**config.mk**
```make
export PLATFORM = sky130hd
export DESIGN_NAME = stopwatch_btn_cmd
export DESIGN_NICKNAME = d
export VERILOG_FILES = /design/src/rtl/stopwatch_btn_cmd.sv
export SDC_FILE = /design/constraint.sdc
export NUM_CORES = 1
export LEC_CHECK = 0
export BUFFER_PORTS_ARGS = -buffer_cell sky130_fd_sc_hd__buf_2
export CAP_MARGIN = 10
export CORE_MARGIN = 1
export CORE_UTILIZATION = 45
export CTS_CLUSTER_DIAMETER = 150
export DETAILED_ROUTE_END_ITERATION = 6
export GPL_TIMING_DRIVEN = 0
export PLACE_DENSITY = 0.67
export SLEW_MARGIN = 20
export SYNTH_ARGS = -nofsm -noshare
export SYNTH_HDL_FRONTEND = slang
export SYNTH_SLANG_ARGS = --single-unit
```
**constraint.sdc**
```tcl
create_clock -name clk -period 1.3 [get_ports clk]
set_clock_uncertainty 0.05 [all_clocks]
set_input_delay 0.26 -clock clk [delete_from_list [all_inputs] [get_ports clk]]
set_output_delay 0.26 -clock clk [all_outputs]
set_load 0.05 [all_outputs]
```
**src/rtl/stopwatch_btn_cmd.sv**
```systemverilog
// Button front end: sync + counter debounce + press edge, arbitrated into one-cycle start/stop/reset pulses.
// Pulse appears DEB_CYCLES+2 edges after a stable raw level; no backpressure, dropped presses pulse ignored.
module stopwatch_btn_cmd #(
  parameter int DEB_CYCLES = 16
) (
  input  logic       clk,
  input  logic       rst_n,
  input  logic       btn_start_raw,
  input  logic       btn_stop_raw,
  input  logic       btn_reset_raw,
  input  logic [1:0] status,
  output logic       start,
  output logic       stop,
  output logic       reset,
  output logic       ignored,
  output logic [2:0] btn_level
);
  localparam int               CNT_W      = $clog2(DEB_CYCLES) + 1;
  localparam logic [CNT_W-1:0] CNT_LAST   = CNT_W'(DEB_CYCLES - 1);
  localparam logic [1:0]       ST_IDLE    = 2'b00;
  localparam logic [1:0]       ST_RUNNING = 2'b01;
  localparam logic [1:0]       ST_PAUSED  = 2'b10;
  localparam int               B_START    = 0;
  localparam int               B_STOP     = 1;
  localparam int               B_RESET    = 2;

  logic [2:0]            s1_q, s1_d;
  logic [2:0]            s2_q, s2_d;
  logic [2:0]            db_q, db_d;
  logic [2:0]            db_dly_q, db_dly_d;
  logic [2:0][CNT_W-1:0] cnt_q, cnt_d;
  logic                  start_q, start_d;
  logic                  stop_q, stop_d;
  logic                  reset_q, reset_d;
  logic                  ignored_q, ignored_d;
  logic [2:0]            press;

  always_comb begin
    s1_d     = {btn_reset_raw, btn_stop_raw, btn_start_raw};
    s2_d     = s1_q;
    db_d     = db_q;
    db_dly_d = db_q;
    cnt_d    = cnt_q;
    // Any sample matching the current level restarts the stability count.
    for (int i = 0; i < 3; i++) begin
      if (s2_q[i] == db_q[i]) begin
        cnt_d[i] = '0;
      end else if (cnt_q[i] == CNT_LAST) begin
        db_d[i]  = s2_q[i];
        cnt_d[i] = '0;
      end else begin
        cnt_d[i] = cnt_q[i] + CNT_W'(1);
      end
    end
  end

  assign press = db_q & ~db_dly_q;

  // Priority reset > stop > start; every lower-priority press in the same cycle is dropped.
  always_comb begin
    start_d   = 1'b0;
    stop_d    = 1'b0;
    reset_d   = 1'b0;
    ignored_d = 1'b0;
    if (press[B_RESET]) begin
      reset_d   = 1'b1;
      ignored_d = press[B_STOP] | press[B_START];
    end else if (press[B_STOP]) begin
      stop_d    = (status == ST_RUNNING);
      ignored_d = (status != ST_RUNNING) | press[B_START];
    end else if (press[B_START]) begin
      start_d   = (status == ST_IDLE) || (status == ST_PAUSED);
      ignored_d = !start_d;
    end
  end

  always_ff @(posedge clk or negedge rst_n) begin
    if (!rst_n) begin
      s1_q      <= '0;
      s2_q      <= '0;
      db_q      <= '0;
      db_dly_q  <= '0;
      cnt_q     <= '0;
      start_q   <= 1'b0;
      stop_q    <= 1'b0;
      reset_q   <= 1'b0;
      ignored_q <= 1'b0;
    end else begin
      s1_q      <= s1_d;
      s2_q      <= s2_d;
      db_q      <= db_d;
      db_dly_q  <= db_dly_d;
      cnt_q     <= cnt_d;
      start_q   <= start_d;
      stop_q    <= stop_d;
      reset_q   <= reset_d;
      ignored_q <= ignored_d;
    end
  end

  assign start     = start_q;
  assign stop      = stop_q;
  assign reset     = reset_q;
  assign ignored   = ignored_q;
  assign btn_level = db_q;

endmodule

```
# [After elaboration in Yosys (flattened, before gate mapping)]
# Index checks and enable logic that the tools add are counted.
[word_totals] wordCells=53 out_inout_bits=7 ff_bits=31
[classes] n_mux=15 n_eq_ne=9 n_reduce_logical=6 addsub=3 bitwise_logic=7
[ops] operator="2-to-1 mux 5 bit" n=6
[ops] operator="adder 5 x 1 -> 5 bit (second input constant)" n=3
[ops] operator="== test 5 x 4 -> 1 bit (second input constant)" n=3
[ops] operator="2-to-1 mux 1 bit" n=9
[ops] operator="AND reduction 2 bit" n=3
[ops] operator="bitwise AND 3 bit" n=1
[ops] operator="== test 1 bit" n=3
[ops] operator="inverter 1 bit" n=3
[ops] operator="inverter 3 bit" n=1
[ops] operator="== test 2 x 1 -> 1 bit (second input constant)" n=1
[ops] operator="== test 2 bit (second input constant)" n=1
[ops] operator="logical NOT 2 bit" n=1
[ops] operator="inequality test 2 x 1 -> 1 bit (second input constant)" n=1
[ops] operator="bitwise OR 1 bit" n=2
[ops] operator="logical NOT 1 bit" n=1
[ops] operator="logical OR 1 bit" n=1

# [Longest topological paths before layout]
# Gate-level depths: netlist of the first run.
[depth] word_depth=6 ltp_mapped=4 ltp_nobuf=4

# [Worst setup path before layout of the first run]
# Ideal clock, no wire load.
[synth_timing] path_kind="register to register" from="reg db_q[2], in the netlist btn_level[2]" to="reg ignored_q, in the netlist ignored" required_time_ns=1.154 n_path_buf=0 period_less_slack_ns=1.302 setup_slack_ns=-0.002 setup_ns=0.096 arrival_time_ns=1.157 stages_incl_launch_ff=4 cell_sequence="dfrtp_1 nor2b_4 nor3b_2 o32ai_2"
[synth_between] elab_chain_cells=2
[synth_rtl] element="start, declared" line="29" text="logic [2:0] db_q, db_d;"
[synth_rtl] element="start signal, assigned" line="81" text="db_q <= '0;"
[synth_rtl] element="start signal, assigned" line="91" text="db_q <= db_d;"
[synth_rtl] element="bitwise AND 3 bit" line="57" text="assign press = db_q & ~db_dly_q;"
[synth_rtl] element="2-to-1 mux 1 bit" line="65" text="if (press[B_RESET]) begin"
[synth_rtl] element="named net ignored_d" line="35" text="logic ignored_q, ignored_d;"
[synth_rtl] element="end signal, assigned" line="97" text="ignored_q <= ignored_d;"
[synth_rtl] element="end, declared" line="35"
# The timed path passes the listed nets, and every way through them passes these cells.
# A chain may end at the register's enable or synchronous reset.

# [Worst setup path after layout of the first run]
[layout_timing] from="reg cnt_q[11] (netlist bit)" to="reg db_q[2], in the netlist btn_level[2]"
[layout_between] elab_chain_cells=2
[layout_rtl] element="start, declared" line="31" text="logic [2:0][CNT_W-1:0] cnt_q, cnt_d;"
[layout_rtl] element="start signal, assigned" line="93" text="cnt_q <= cnt_d;"
[layout_rtl] element="== test 5 x 4 -> 1 bit" line="48" text="end else if (cnt_q[i] == CNT_LAST) begin"
[layout_rtl] element="AND reduction 2 bit (no line)"
# Every way passes these cells.

==> results.tsv, run 1 <==
metric	value	unit
vias_per_cell	4.87	
tightest_slew	0.652	ns
setup_violations	0	
yosysWarnings	0	
outcome	finished, final reports clean	
grt_antenna_before_repair	0	
cts_tree	yes	
vias	697	
h-tree-depth	2	
ff_latch_area	778	µm²
path_buf_inv	0	
finalCritPeriodShare	99.4	%
netlist_instances	85	
die_area	2770	µm²
crit_type	flop to flop	
die_h	52.6	µm
multi_input_area	385	µm²
hold_viol_final	0	
route.antenna.remaining_nets	0	
critPathRequiredTime	1.46	ns
numCtsBuffers	5	
syn_nets	95	
critPathArrivalTime	1.45	ns
io_pins	14	
synth-seq-area-share	67.3	%
cellLeakagePower	0.758	nW
crit_chain	ha_2, nand3_2, nor2_1, mux2_1	
cts.sinks	31	
max_stage_delay	0.37	ns
wl	1.75	mm
grt_pass1_vias	636	
yosys.area_share.adder	3.26	%
core	2320	µm²
drcViolationCount	0	
place_area	1250	µm²
drt_pass1_iterations	2	
yosys.area_share.xor_xnor	6.84	%
clockBufferDepth	2	
die_x	52.6	µm
synth_compound_area_share	3.04	%
avgSynthCellArea	13.6	µm²
max_slew_margin	56.6	%
synth_top_family_by_area	simple AND/OR/NAND/NOR gates	
diodes	0	
fin_area	1460	µm²
cpMaxStageDelayCell	dfrtp_1	
ys_types	20	
syn_area	1150	µm²
critPathCaptureType	flop	
port_buffers	13	
cp-start-kind	flop	
p_total	0.00191	W
clk_pin_slew	0.10	ns
wl_per_cell	12.2	µm
vdd_ir_drop_max	0.878	mV
overflow	0	
final_max_slew_viol_count	0	
fmax	0.774	GHz
grt_pass1_wl	2.68	mm
initial_core_util	49.7	%
path_delay_family	flip-flops	
clk_latency	0.32	ns
drive_gt1_share	35.7	%
fp-row-count	17	
grt_max_degree	32	
powerDensity	1310	nW/µm²
gp_congestion	0.623	
n_fill_cell	189	
syn_to_final_growth	26.5	%
layout_common_cells	dfrtp_1 (29), nor2_1 (10), buf_2 (10)	
grt_setup_unrepaired	true	
tns	0	ns
synth_seq_cells	31	
muxShareOfSynthArea	2.93	%
holdWs	0.0637	ns
root_buffer	clkbuf_4	
maxCapViolCount	0	
min-delay-path-class	primary input to flop	
path_max_fanout	3	
final_common_cell	dfrtp_1	
hpwlAfterDp	1.02	mm
fin_nets	124	
synth-simple-area-share	15.3	%
drtIter0Drc	1	
fin_crit	1.29	ns
track_usage	14.9	%
-- registers in the layout, summed over array words and instances (netlist names) --
signal,count
cnt_q,15
btn_level,3
db_dly_q,3
s1_q,3
s2_q,3
ignored,1
reset,1
start,1
stop,1
-- synth_stat cells --
cell	count	share of area (%)
dfrtp_1	31	67
nor3b_2	1	1.1
nor2_1	11	3.6
nand3_2	1	0.87
ha_1	3	3.3
nor3_1	1	0.43
nor4_1	1	0.54
nand2b_1	1	0.54
o21ai_2	1	0.76
nor2b_1	1	0.54
nor2b_4	1	1.2
o32ai_2	1	1.4
mux2_1	3	2.9
nor2_2	1	0.54
inv_1	4	1.3
nand3_1	5	2.2
o21ai_1	2	0.87
and3_1	3	1.6
xor2_1	9	6.8
and2_1	4	2.2
-- power breakdown --
part / internal [W] / total (W) / switching [W]
Clock: 0.000454 / 0.000781 / 0.000327
Combinational: 0.0000517 / 0.000105 / 0.0000537
Sequential: 0.000996 / 0.00102 / 0.0000234
Total: 0.00150 / 0.00191 / 0.000404
-- cell type report --
type                            count  area share, %
Sequential cell                    31           53.4
Multi-Input combinational cell     50           26.4
Timing Repair Buffer               22           10.8
Clock buffer                        6           3.52
Clock inverter                      2           2.40
Tap cell                           28           2.40
Inverter                            4           1.03
-- per-layer routing --
metal | GRT usage (%) | wire, µm
met1 | 17.4 | 774
met2 | 21.3 | 860
met3 | 6.09 | 69
met4 | 11.8 | 43
met5 | 0 | 0
-- final timing paths --
| path | from | endpoint | slack [ns] | cells after the start |
|---|---|---|---|---|
| worst max-delay path | cnt_q[11] | btn_level[2] | 0.007 | 4 |
| worst min-delay path | status[0] | start | 0.06 | 2 |
| worst max register to register | cnt_q[11] | btn_level[2] | 0.007 | 4 |
| worst min register to register | s1_q[2] | s2_q[2] | 0.31 | 0 |
| max in group asynchronous | rst_n | btn_level[2] | 0.30 | 2 |
| min in group asynchronous | rst_n | cnt_q[8] | 0.43 | 2 |
-- stage by stage --
step                      worst slack (ns)  std cells  utilization, %
after CTS                          0.00521        140            60.7
after floorplan                     0.0356         85               -
after global placement              0.0358        126            54.1
final                              0.00729        143            62.9
after global routing               -0.0592        143            62.9
after detailed placement           0.00637        126            54.1
-- logic make-up (layout without fill, tap and decap cells) --
family,count (synthesis),count (layout)
XOR/XNOR,9,9
AO/OA/AOI/OAI,4,4
AND/OR/NAND/NOR,31,31
multiplexers,3,3
adder cells (fa/ha/maj),3,3
buffers and inverters,4,34
flip-flops,31,31
-- repair_timing --
action	in CTS	in global routing
endpoints found under the hold margin	34	0
buffers inserted	2	3
gates resized for setup	4	9
setup endpoints to repair	4	5
pin swaps	0	4
hold buffers	4	0
-- worst register-to-register path, stage by stage (launching register included) --
cell     delay, ns
dfrtp_1       0.37
ha_2          0.21
nand3_2       0.10
nor2_1        0.12
mux2_1        0.32
No activity file was read; power rests on OpenSTA's default activity.
==> run 2: changes to the inputs <==
- CELL_PAD_IN_SITES_DETAIL_PLACEMENT: unset -> 0
- CELL_PAD_IN_SITES_GLOBAL_PLACEMENT: unset -> 1
- CORE_UTILIZATION: 45 -> 40
- PLACE_DENSITY: 0.67 -> unset
- PLACE_DENSITY_LB_ADDON: unset -> 0.1
==> run 2 against run 1 <==
Wire length down 8.1%. Combinational power up 14%. Largest cell class unchanged. Sequential power about the same. Utilization down 7.7 points. Flip-flop and latch count unchanged. Sequential share of layout area down 1.7 points. Fmax up 3.3%. Global-route usage down 2.4 points. Clock power down 22%. Die area up 12%.
==> results.tsv, run 2 (synthesis results as in run 1) <==
metric	value	unit	change
vias	698		+0.14%
numCtsBuffers	5		unchanged
setup_slack	0.0481	ns	+0.0409 ns
fin_nets	127		+2.4%
drive_gt1_share	38.1	%	+2.5 points
grt_pass1_vias	693		+9.0%
outcome	finished, final reports clean		
critPathCaptureType	flop		
grt_setup_unrepaired	true		
powerDensity	1160	nW/µm²	-11%
finalCritPeriodShare	96.3	%	-3.1 points
pre_cts_ws	-0.0123	ns	-0.0186 ns
die_area	3100	µm²	+12%
port_buffers	13		unchanged
gp_congestion	0.679		+8.9%
syn_to_final_growth	30.8	%	
fp-row-count	19		+2
critPathRequiredTime	1.45	ns	about the same
n_fill_cell	227		+20%
setup_violations	0		unchanged
clockBufferDepth	2		unchanged
final_max_slew_viol_count	0		unchanged
die_h	55.7	µm	+5.8%
final_common_cell	dfrtp_1		
critPathArrivalTime	1.41	ns	-0.04 ns
r2r_slack	0.05	ns	+0.04 ns
h-tree-depth	2		unchanged
overflow	0		unchanged
fmax	0.799	GHz	+3.3%
grt_pass1_wl	2.83	mm	+5.4%
maxCapViolCount	0		unchanged
wl_per_cell	10.8	µm	-12%
drcViolationCount	0		unchanged
root_buffer	clkbuf_4		
finish.utilization	55.1	%	-7.7 points
drtIter0Drc	20		+19
ff_latch_area	779	µm²	+0.16%
hpwlAfterDp	1.07	mm	+4.3%
track_usage	12.5	%	-2.4 points
min-delay-path-class	primary input to flop		
largest_reg_flops	15		unchanged
layout_common_cells	dfrtp_1 (28), buf_2 (10), xor2_1 (9), nor2_1 (9), buf_4 (9)		
max_slew_margin	56.5	%	about the same
cp-start-kind	flop		
initial_core_util	42.2	%	-7.6 points
diodes	0		unchanged
fin_crit	1.25	ns	-0.0409 ns
io_pins	14		unchanged
cts.sinks	31		unchanged
cts_tree	yes		
die_x	55.7	µm	+5.8%
crit_type	flop to flop		
largest-register	cnt_q		
wl	1.61	mm	-8.1%
path_max_fanout	3		unchanged
hold_viol_final	0		unchanged
clk_latency	0.32	ns	about the same
vdd_ir_drop_max	0.912	mV	+3.9%
multi_input_area	425	µm²	+10%
vias_per_cell	4.68		-3.9%
crit_start	cnt_q[11]		
cellLeakagePower	0.763	nW	+0.72%
grt_max_degree	32		unchanged
hold_path_startpoint	status[0]		
clk_pin_slew	0.09	ns	about the same
r2r-start	cnt_q[11]		
drt_pass1_iterations	3		+1
core	2730	µm²	+18%
route.antenna.remaining_nets	0		unchanged
grt_antenna_before_repair	0		unchanged
tightest_slew	0.652	ns	+0.000798 ns
-- run 2: metrics by stage --
step / area (µm²) / total power, W / setup TNS [ns] / std cells / hold slack [ns]
finish: 1510 / 0.00175 / 0 / 149 / 0.0730
global route: 1510 / 0.00187 / -0.0142 / 149 / 0.0625
CTS: 1400 / 0.00176 / 0 / 144 / 0.0569
detailed placement: 1260 / 0.00112 / -0.0123 / 129 / 0.282
global placement: 1260 / 0.00112 / 0 / 129 / 0.280
floorplan: 1150 / 0.00108 / 0 / 85 / -0.0856
-- run 2: path summary, 6_finish.rpt --
check                               end  depth (start not counted)
min                               start                          2
max reg2reg                btn_level[2]                          4
min reg2reg                     s2_q[2]                          0
max in group asynchronous  btn_level[0]                          2
max                        btn_level[2]                          4
min in group asynchronous   db_dly_q[1]                          2
-- run 2: routing by layer --
layer / global-route usage (%) / share of wire, % / routed length [µm] / vias up
li1: - / - / - / 346
met1: 14.8 / 45 / 729 / 328
met2: 18.2 / 47 / 756 / 19
met3: 4.88 / 5.0 / 81 / 5
met4: 9.64 / 2.5 / 40 / 0
met5: 0 / 0 / 0 / -
-- run 2: layout make-up --
cell class | count | area share [%]
sequential | 31 | 51.7
inverter | 4 | 0.996
multi-input combinational | 50 | 28.2
timing repair buffer | 25 | 12.0
tap | 31 | 2.57
clock buffer | 8 | 4.56
-- run 2: repair_timing --
item | in CTS | in global routing
buffers inserted | 3 | 5
resized for setup | 6 | 13
pin swaps | 0 | 5
setup endpoints to repair | 5 | 5
hold buffers | 4 | 0
endpoints found under the hold margin | 34 | 0
-- run 2: power breakdown --
group / internal (W) / total [W] / switching [W]
clock network: 0.000318 / 0.000610 / 0.000292
registers: 0.000996 / 0.00102 / 0.0000291
logic: 0.0000647 / 0.000120 / 0.0000558
-- run 2: worst max-delay path, stage by stage (launching register included) --
cell and delay (ns):
dfrtp_1 0.40, ha_4 0.16, nand3_2 0.10, nor2_1 0.11, mux2_1 0.32
==> run 3: changes to the inputs <==
- CORE_MARGIN: 1 -> 3
- CTS_CLUSTER_DIAMETER: 150 -> unset
==> run 3 against run 2 <==
Total power decreased by 6.9%. Final cell count decreased by 2.7%. Highest routed layer unchanged. Non-clock buffer count decreased by 3. Cell area decreased by 5.1%. Combinational power decreased by 16%. Fmax about the same. Critical endpoint is now btn_level[1]. Clock power decreased by 16%.
==> results.tsv, run 3 (synthesis results as in run 1) <==
metric	value	unit	change
outcome	finished, final reports clean		
diodes	0		unchanged
fin_area	1430	µm²	-5.1%
die_x	59.7	µm	+7.2%
pre_cts_ws	0.0131	ns	+0.0253 ns
wl	1.67	mm	+3.6%
grt_max_degree	32		unchanged
crit_type	flop to flop		
gp_congestion	0.692		+2.0%
cts.sinks	31		unchanged
netSwitchingFraction	23.2	%	+1.7 points
port_buffers	13		unchanged
finalCritPeriodShare	96.3	%	about the same
path_max_fanout	3		unchanged
drcViolationCount	0		unchanged
place_inst	128		-0.78%
vdd_ir_drop_max	0.908	mV	-0.48%
die_h	59.7	µm	+7.2%
holdWs	0.0707	ns	-0.00232 ns
fp-row-count	18		-1
core	2610	µm²	-4.4%
final_common_cell	dfrtp_1		
clk_pin_slew	0.09	ns	about the same
syn_to_final_growth	24.2	%	
cts_tree	yes		
fin_nets	124		-2.4%
route.antenna.remaining_nets	0		unchanged
drtIter0Drc	9		-55%
largest-register	cnt_q		
maxCapViolCount	0		unchanged
h-tree-depth	2		unchanged
p_total	0.00163	W	-6.9%
overflow	0		unchanged
grt_setup_unrepaired	true		
layout_common_cells	dfrtp_1 (30), buf_2 (10), xor2_1 (9), nor2_1 (9), buf_4 (8)		
initial_core_util	44.1	%	+2.0 points
critPathRequiredTime	1.46	ns	about the same
critPathArrivalTime	1.41	ns	about the same
place_area	1260	µm²	-0.10%
powerDensity	1140	nW/µm²	-2.0%
root_buffer	clkbuf_4		
clk_latency	0.31	ns	about the same
layout.cells.non_filler	145		-2.7%
p_sw	0.000378	W	+0.38%
setup_violations	0		unchanged
grt_pass1_wl	2.93	mm	+3.4%
grt_pass1_vias	702		+1.3%
drive_gt1_share	34.8	%	-3.4 points
setup_slack	0.0476	ns	-0.000584 ns
final_max_slew_viol_count	0		unchanged
numCtsBuffers	5		unchanged
grt_antenna_before_repair	0		unchanged
fin_crit	1.25	ns	+0.000584 ns
p_comb_share	6.2	%	-0.7 points
track_usage	11.5	%	-1.0 points
n_fill_cell	221		-2.6%
cellLeakagePower	0.740	nW	-3.1%
min-delay-path-class	primary input to flop		
die_area	3560	µm²	+15%
hold_viol_final	0		unchanged
max_slew_margin	56.5	%	about the same
clockBufferDepth	2		unchanged
seqPwrFrac	62.5	%	+4.1 points
critPathCaptureType	flop		
vias_per_cell	4.68		-0.19%
cp-start-kind	flop		
wl_per_cell	11.5	µm	+6.5%
fmax	0.798	GHz	about the same
pwr-share-clk	31.4	%	-3.3 points
io_pins	14		unchanged
tightest_slew	0.653	ns	+0.000688 ns
largest_reg_flops	15		unchanged
vias	678		-2.9%
hpwlAfterDp	1.04	mm	-2.5%
p_int	0.00125	W	-8.9%
drt_pass1_iterations	4		+1
[run 3: changes by cell type in the layout (fill, tap and decap cells not counted), moves of 2 or more]
cell / change
buf_6: -2
clkbuf_8: -2
dfrtp_1: +2
dfrtp_2: -2
ha_2: +2
ha_4: -2
[run 3: power by group through the flow]
stage | Combinational (W) | Sequential, W | Clock, W
detailed placement | 0.0000839 | 0.00104 | 0
global placement | 0.0000817 | 0.00103 | 0
CTS | 0.0000979 | 0.00102 | 0.000540
floorplan | 0.0000469 | 0.00103 | 0
global route | 0.000121 | 0.00102 | 0.000585
finish | 0.000101 | 0.00102 | 0.000512
[run 3: final cells by class]
cell class / instances / area, µm² / area share, %
clock buffers: 7 / 45.0 / 3.15
clock inverters: 1 / 5.00 / 0.350
inverters: 4 / 15.0 / 1.05
multi-input cells: 50 / 402 / 28.1
flip-flops and latches: 31 / 777 / 54.3
well taps: 30 / 37.5 / 2.62
repair buffers: 22 / 150 / 10.5
[run 3: critical path: stages (launching register included)]
cell and delay (ns):
dfrtp_1 0.36, ha_2 0.20, nand3_2 0.09, nor2_1 0.12, mux2_1 0.32
[run 3: through the flow]
| stage | util, % | TNS [ns] |
|---|---|---|
| after floorplan | - | 0 |
| after global placement | 48.1 | 0 |
| after detailed placement | 48.1 | 0 |
| after CTS | 53.3 | 0 |
| after global routing | 54.8 | -0.0256 |
| final | 54.8 | 0 |
[run 3: worst paths after layout]
path	startpoint	end	slack (ns)	depth (start not counted)
max in group asynchronous	rst_n	btn_level[2]	0.29	2
min	status[0]	start	0.07	2
min in group asynchronous	rst_n	cnt_q[8]	0.45	2
max	cnt_q[6]	btn_level[1]	0.05	4
max reg2reg	cnt_q[6]	btn_level[1]	0.05	4
min reg2reg	s1_q[0]	s2_q[0]	0.31	0
[run 3: timing repair]
item / 4_1_cts / 5_1_grt
pin swaps: 2 / 5
setup endpoints to repair: 4 / 3
hold buffers: 4 / 0
setup buffers: 4 / 1
hold endpoints to repair: 34 / 0
resized for setup: 5 / 8
[run 3: layer usage]
metal | global-route usage, % | routed length, µm
met1 | 13.6 | 727
met2 | 17.0 | 805
met3 | 4.75 | 88
met4 | 7.59 | 42
met5 | 0 | 0
